===== src/rtl/fir_low_freq_if.sv =====
// Sample-queue, coefficient-ROM and result bundle for the low-band FIR.
// The master side is upstream and ROM; the slave side is the filter.
interface fir_low_freq_if #(
  parameter int DATA_W = 16,
  parameter int COEF_W = 16,
  parameter int ADDR_W = 10
);
  logic                     sequencing;
  logic signed [DATA_W-1:0] lft_smpl;
  logic signed [DATA_W-1:0] rght_smpl;
  logic [ADDR_W-1:0]        coeff_addr;
  logic signed [COEF_W-1:0] coeff;
  logic signed [DATA_W-1:0] lft_out;
  logic signed [DATA_W-1:0] rght_out;
  logic                     vld;

  modport master (
    output sequencing, lft_smpl, rght_smpl, coeff,
    input  coeff_addr, lft_out, rght_out, vld
  );

  modport slave (
    input  sequencing, lft_smpl, rght_smpl, coeff,
    output coeff_addr, lft_out, rght_out, vld
  );
endinterface


===== src/rtl/fir_low_freq.sv =====
// Stereo low-band FIR: multiply each burst sample by its ROM coefficient,
// accumulate across the burst, emit one saturated L/R pair per burst.
module fir_low_freq #(
  parameter int DATA_W = 16,
  parameter int COEF_W = 16,
  parameter int ACC_W  = 40,
  parameter int ADDR_W = 10
) (
  input logic           clk,
  input logic           rst,
  fir_low_freq_if.slave bus
);
  localparam int PW = DATA_W + COEF_W;
  localparam int GW = PW + ADDR_W;
  // Widened so a full 1024-tap burst at full scale cannot wrap.
  localparam int AW = (ACC_W > GW) ? ACC_W : GW;
  localparam int SH = COEF_W - 1;

  localparam logic signed [AW-1:0] MAXV =
    {{(AW-DATA_W+1){1'b0}}, {(DATA_W-1){1'b1}}};
  localparam logic signed [AW-1:0] MINV =
    {{(AW-DATA_W+1){1'b1}}, {(DATA_W-1){1'b0}}};

  typedef enum logic {IDLE, ACCUM} state_t;

  state_t               state;
  logic                 seq_d;
  logic                 prod_vld;
  logic signed [PW-1:0] lft_prod;
  logic signed [PW-1:0] rght_prod;
  logic signed [AW-1:0] lft_acc;
  logic signed [AW-1:0] rght_acc;

  function automatic logic signed [AW-1:0] ext(
    input logic signed [PW-1:0] p
  );
    return {{(AW-PW){p[PW-1]}}, p};
  endfunction

  function automatic logic signed [DATA_W-1:0] sat(
    input logic signed [AW-1:0] a
  );
    logic signed [AW-1:0] s;
    s = a >>> SH;
    if (s > MAXV)
      return {1'b0, {(DATA_W-1){1'b1}}};
    else if (s < MINV)
      return {1'b1, {(DATA_W-1){1'b0}}};
    else
      return s[DATA_W-1:0];
  endfunction

  always_ff @(posedge clk) begin
    if (rst) begin
      bus.coeff_addr <= '0;
      seq_d          <= 1'b0;
      prod_vld       <= 1'b0;
      lft_prod       <= '0;
      rght_prod      <= '0;
    end else begin
      bus.coeff_addr <= bus.sequencing ? bus.coeff_addr + 1'b1 : '0;
      seq_d          <= bus.sequencing;
      prod_vld       <= seq_d;
      if (seq_d) begin
        lft_prod  <= bus.lft_smpl * bus.coeff;
        rght_prod <= bus.rght_smpl * bus.coeff;
      end
    end
  end

  always_ff @(posedge clk) begin
    if (rst) begin
      state        <= IDLE;
      lft_acc      <= '0;
      rght_acc     <= '0;
      bus.lft_out  <= '0;
      bus.rght_out <= '0;
      bus.vld      <= 1'b0;
    end else begin
      bus.vld <= 1'b0;
      unique case (state)
        IDLE: begin
          if (prod_vld) begin
            lft_acc  <= ext(lft_prod);
            rght_acc <= ext(rght_prod);
            state    <= ACCUM;
          end
        end
        ACCUM: begin
          if (prod_vld) begin
            lft_acc  <= lft_acc + ext(lft_prod);
            rght_acc <= rght_acc + ext(rght_prod);
          end else begin
            bus.lft_out  <= sat(lft_acc);
            bus.rght_out <= sat(rght_acc);
            bus.vld      <= 1'b1;
            state        <= IDLE;
          end
        end
        default: state <= IDLE;
      endcase
    end
  end
endmodule


===== src/flat_wrapper.sv =====
// flat-port wrapper written by rule: the top's interface ports become plain ports
module fir_low_freq_flat 
#(
  parameter int DATA_W = 16,
  parameter int COEF_W = 16,
  parameter int ACC_W  = 40,
  parameter int ADDR_W = 10
)
  (clk, rst, bus_sequencing, bus_lft_smpl, bus_rght_smpl, bus_coeff, bus_coeff_addr, bus_lft_out, bus_rght_out, bus_vld);
  fir_low_freq_if #(.DATA_W(DATA_W), .COEF_W(COEF_W), .ADDR_W(ADDR_W)) bus_i ();
  input logic clk;
  input logic rst;
  input wire logic [$bits(bus_i.sequencing)-1:0] bus_sequencing;
  input wire logic [$bits(bus_i.lft_smpl)-1:0] bus_lft_smpl;
  input wire logic [$bits(bus_i.rght_smpl)-1:0] bus_rght_smpl;
  input wire logic [$bits(bus_i.coeff)-1:0] bus_coeff;
  output wire logic [$bits(bus_i.coeff_addr)-1:0] bus_coeff_addr;
  output wire logic [$bits(bus_i.lft_out)-1:0] bus_lft_out;
  output wire logic [$bits(bus_i.rght_out)-1:0] bus_rght_out;
  output wire logic [$bits(bus_i.vld)-1:0] bus_vld;
  assign bus_i.sequencing = bus_sequencing;
  assign bus_i.lft_smpl = bus_lft_smpl;
  assign bus_i.rght_smpl = bus_rght_smpl;
  assign bus_i.coeff = bus_coeff;
  assign bus_coeff_addr = bus_i.coeff_addr;
  assign bus_lft_out = bus_i.lft_out;
  assign bus_rght_out = bus_i.rght_out;
  assign bus_vld = bus_i.vld;
  fir_low_freq #(.DATA_W(DATA_W), .COEF_W(COEF_W), .ACC_W(ACC_W), .ADDR_W(ADDR_W)) u_core (.clk(clk), .rst(rst), .bus(bus_i));
endmodule

===== config.mk =====
export PLATFORM = sky130hd
export DESIGN_NAME = fir_low_freq_flat
export DESIGN_NICKNAME = d
export VERILOG_FILES = /design/src/rtl/fir_low_freq_if.sv /design/src/rtl/fir_low_freq.sv /design/src/flat_wrapper.sv
export SDC_FILE = /design/constraint.sdc
export NUM_CORES = 2
export LEC_CHECK = 0
export CAP_MARGIN = 20
export CORE_ASPECT_RATIO = 1.75
export CORE_MARGIN = 2
export CORE_UTILIZATION = 55
export CTS_BUF_LIST = sky130_fd_sc_hd__clkbuf_8 sky130_fd_sc_hd__clkbuf_16
export DETAILED_ROUTE_END_ITERATION = 16
export GPL_ROUTABILITY_DRIVEN = 0
export PLACE_DENSITY = 0.78
export SYNTH_ARGS = -nofsm -noshare
export SYNTH_HDL_FRONTEND = slang
export SYNTH_SLANG_ARGS = --single-unit

===== constraint.sdc =====
create_clock -name clk -period 9.45 [get_ports clk]
set_clock_uncertainty 0.05 [all_clocks]
set_input_delay 1.89 -clock clk [delete_from_list [all_inputs] [get_ports clk]]
set_output_delay 1.89 -clock clk [all_outputs]
set_load 0.005 [all_outputs]

==> results.py <==
metrics = {
    "timing": {
        "final.setup.worst_slack_ps": 766.9,
        "min_period_ps": 8683,
        "setup_viol": 0,
        "slew_headroom": 0.2515,
        "hold_viol_final": 0,
        "rsz0062_at_grt": "no",
        "setup_tns_ps": 0,
        "worstMarginPinSlew_ps": 1123,
        "fmax_mhz": 115.2,
        "final_max_slew_viol_count": 0,
        "finalCritPeriodShare": 0.9188,
    },
    "critical_path": {
        "cp_top_family": "adder cells",
        "cp_slowest_cell": "clkdlybuf4s50_1",
        "crit_type": "input port to register",
        "end_kind": "register",
        "path_cells": "clkdlybuf4s50_1 > buf_4 > and2_1 > fa_1 > inv_1 > fa_1 > fa_1 > inv_1 > fa_1 > fa_1 > inv_1 > fa_1 > inv_1 > ha_1 > and4_1 > o21ai_0 > nor4_1 > o2111ai_1 > a21o_1 > a31oi_1 > xor2_1 > mux2i_1 > nor2_1",
        "cp_num_buf_inv": 6,
        "slowest_delay_ps": 910,
        "startpoint_type": "input port",
        "arrival_ps": 8960,
        "worstPathMaxFanout": 16,
        "crit_top_cell": "fa_1",
        "required_ps": 9730,
    },
    "synthesis": {
        "yosysSeqAreaShare": 0.1235,
        "yosysTopAreaCell": "fa_1",
        "synth.area.top_cells": "fa_1 (33%), dfxtp_1 (12%), ha_1 (9.8%), inv_1 (7.3%), and2_1 (4.9%)",
        "yosysWarningCount": 0,
        "synth_top_area_share": 0.3348,
        "synth.distinct_cells": 82,
        "synth.most_common_cell": "inv_1",
        "avgSynthCellArea_um2": 8.684,
        "synth-edff-count": 0,
        "synth_cells": 3622,
        "ys_seq_elements": 194,
        "synth_nets": 4446,
        "synthArstFlopShare": 0,
        "syn_area_mm2": 0.03145,
        "synthFlopType": "dfxtp_1",
        "synth_common_cells": "inv_1 (611), fa_1 (526), nand2_1 (352)",
    },
    "global_route": {
        "grt_use_total": 0.2848,
        "grt_pass1_wl_um": 132600,
        "antenna_found_initial": 5,
        "grt_max_degree": 99,
        "grt-ovfl-total": 0,
        "grt_pass1_vias": 27040,
    },
    "floorplan": {
        "initial_core_util": 0.5528,
        "die_x_um": 184.8,
        "fp-row-count": 116,
        "io_pins": 94,
        "die_h_um": 320.4,
        "coreArea_mm2": 0.05689,
        "dieArea_mm2": 0.05919,
    },
    "detailed_routing": {
        "ant_nets": 0,
        "routed_wl_um": 81930,
        "drtIter0Drc": 1131,
        "viasPerCell": 5.731,
        "wire_per_inst_um": 18.53,
        "drc": 0,
        "drt-pass1-iter-count": 5,
        "vias": 25340,
    },
    "clocking": {
        "path_clk_slew_ps": 80,
        "cts.sinks": 194,
        "cts_hold_buf": 0,
        "cts_buffer_depth": 2,
        "insertion_delay_ps": 470,
        "cts_made_buffers": 17,
        "post_cts_buffers": 0,
        "ctsResizeCount": 0,
        "cts_root_buf": "clkbuf_16",
        "cts_tree": "done",
        "h-tree-depth": 4,
    },
    "placement": {
        "place.port_buffers": 93,
        "post-place-ws_ps": 355.0,
        "post-place-cells": 4384,
        "place_hpwl_um": 66520,
    },
    "final_layout": {
        "layout.cells.non_filler": 4421,
        "drive_gt1_frac": 0.03587,
        "final_nets": 4463,
        "area_delta_synth_final_pct": 7.650,
        "fill_cells": 5025,
    },
    "worst_hold_path": {
        "hold_class": "register to register",
    },
    "status": {
        "status": "finished clean",
    },
    "job": {
        "cap_violations": 0,
    },
}
## worst min-delay path, stage by stage (launching register included)
cell and delay [ps]:
dfxtp_1 310, nand2_1 50, a21oi_1 50
## sequential cells by signal, summed over array words and instances, names as in the netlist, 10 cells and up
| name | count |
|---|---|
| u_core.bus.rght_out | 16 |
| u_core.bus.coeff_addr | 10 |
| u_core.rght_prod | 32 |
| u_core.lft_acc | 42 |
| u_core.bus.lft_out | 16 |
| u_core.lft_prod | 32 |
| u_core.rght_acc | 42 |
## cells in the final DEF, fill, tap and decap left out, drive strengths merged, types with 9 or more instances in the layout
master / n
a31oi: 29
nor4: 9
o21bai: 28
a311oi: 12
nor2: 239
o211ai: 17
nor3b: 11
dfxtp: 194
nand2b: 40
nand3: 38
inv: 619
o31ai: 9
buf: 65
o21a: 17
ha: 247
nor3: 45
nand2: 352
or3: 17
a211oi: 83
fa: 526
a21oi: 172
o22ai: 13
nand4: 18
xnor2: 76
a211o: 9
a21o: 46
mux2i: 80
xor2: 50
clkbuf: 18
nor2b: 17
and3: 16
and2: 246
clkdlybuf4s50: 92
o21ai: 120
## layer usage
metal | global-route usage | wire length [um]
met5 | 0 | 41
met4 | 0.1917 | 5992
met3 | 0.03815 | 3632
met2 | 0.5341 | 43700
met1 | 0.2878 | 28570
## stage by stage
stage	cell area (um^2)	hold slack, ps	util
2_1_floorplan	31450	389.9	-
3_3_place_gp	33230	388.9	0.5841
3_5_place_dp	33240	394.0	0.5842
4_1_cts	33830	401.7	0.5946
5_1_grt	33860	421.7	0.5951
6_report	33860	399.0	0.5951
## layout make-up
cell class / count / area, um^2 / share of cell area
Inverter: 613 / 2301 / 0.06796
Timing Repair Buffer: 157 / 1438 / 0.04246
Multi-Input combinational cell: 2656 / 24670 / 0.7286
Clock buffer: 18 / 439.2 / 0.01297
Tap cell: 767 / 959.7 / 0.02834
Sequential cell: 194 / 3895 / 0.1150
Antenna cell: 2 / 5.005 / 0.0001478
Clock inverter: 14 / 152.6 / 0.004508
## final timing paths
check | from | to | slack [ps] | depth (start not counted)
min | u_core.bus.lft_out[5] | u_core.bus.lft_out[5] | 400 | 2
max reg2reg | u_core.lft_prod[0] | u_core.lft_acc[34] | 5940 | 12
min reg2reg | u_core.bus.lft_out[5] | u_core.bus.lft_out[5] | 400 | 2
max | bus_coeff[6] | u_core.rght_prod[30] | 770 | 23
## cell families (layout without fill, tap and decap cells)
kind of cell,Yosys count,in the layout,synth area share
compound gates,605,605,0.1255
xor+xnor,126,126,0.03509
fa+ha+maj,773,773,0.4330
buf+inv,772,802,0.09221
flops,194,194,0.1235
mux,82,82,0.02618
other cells,0,2,0
simple gates,1070,1070,0.1645
Power is not shown: default switching activity piles up to over one toggle a cycle in this logic, so the estimate is an artifact.
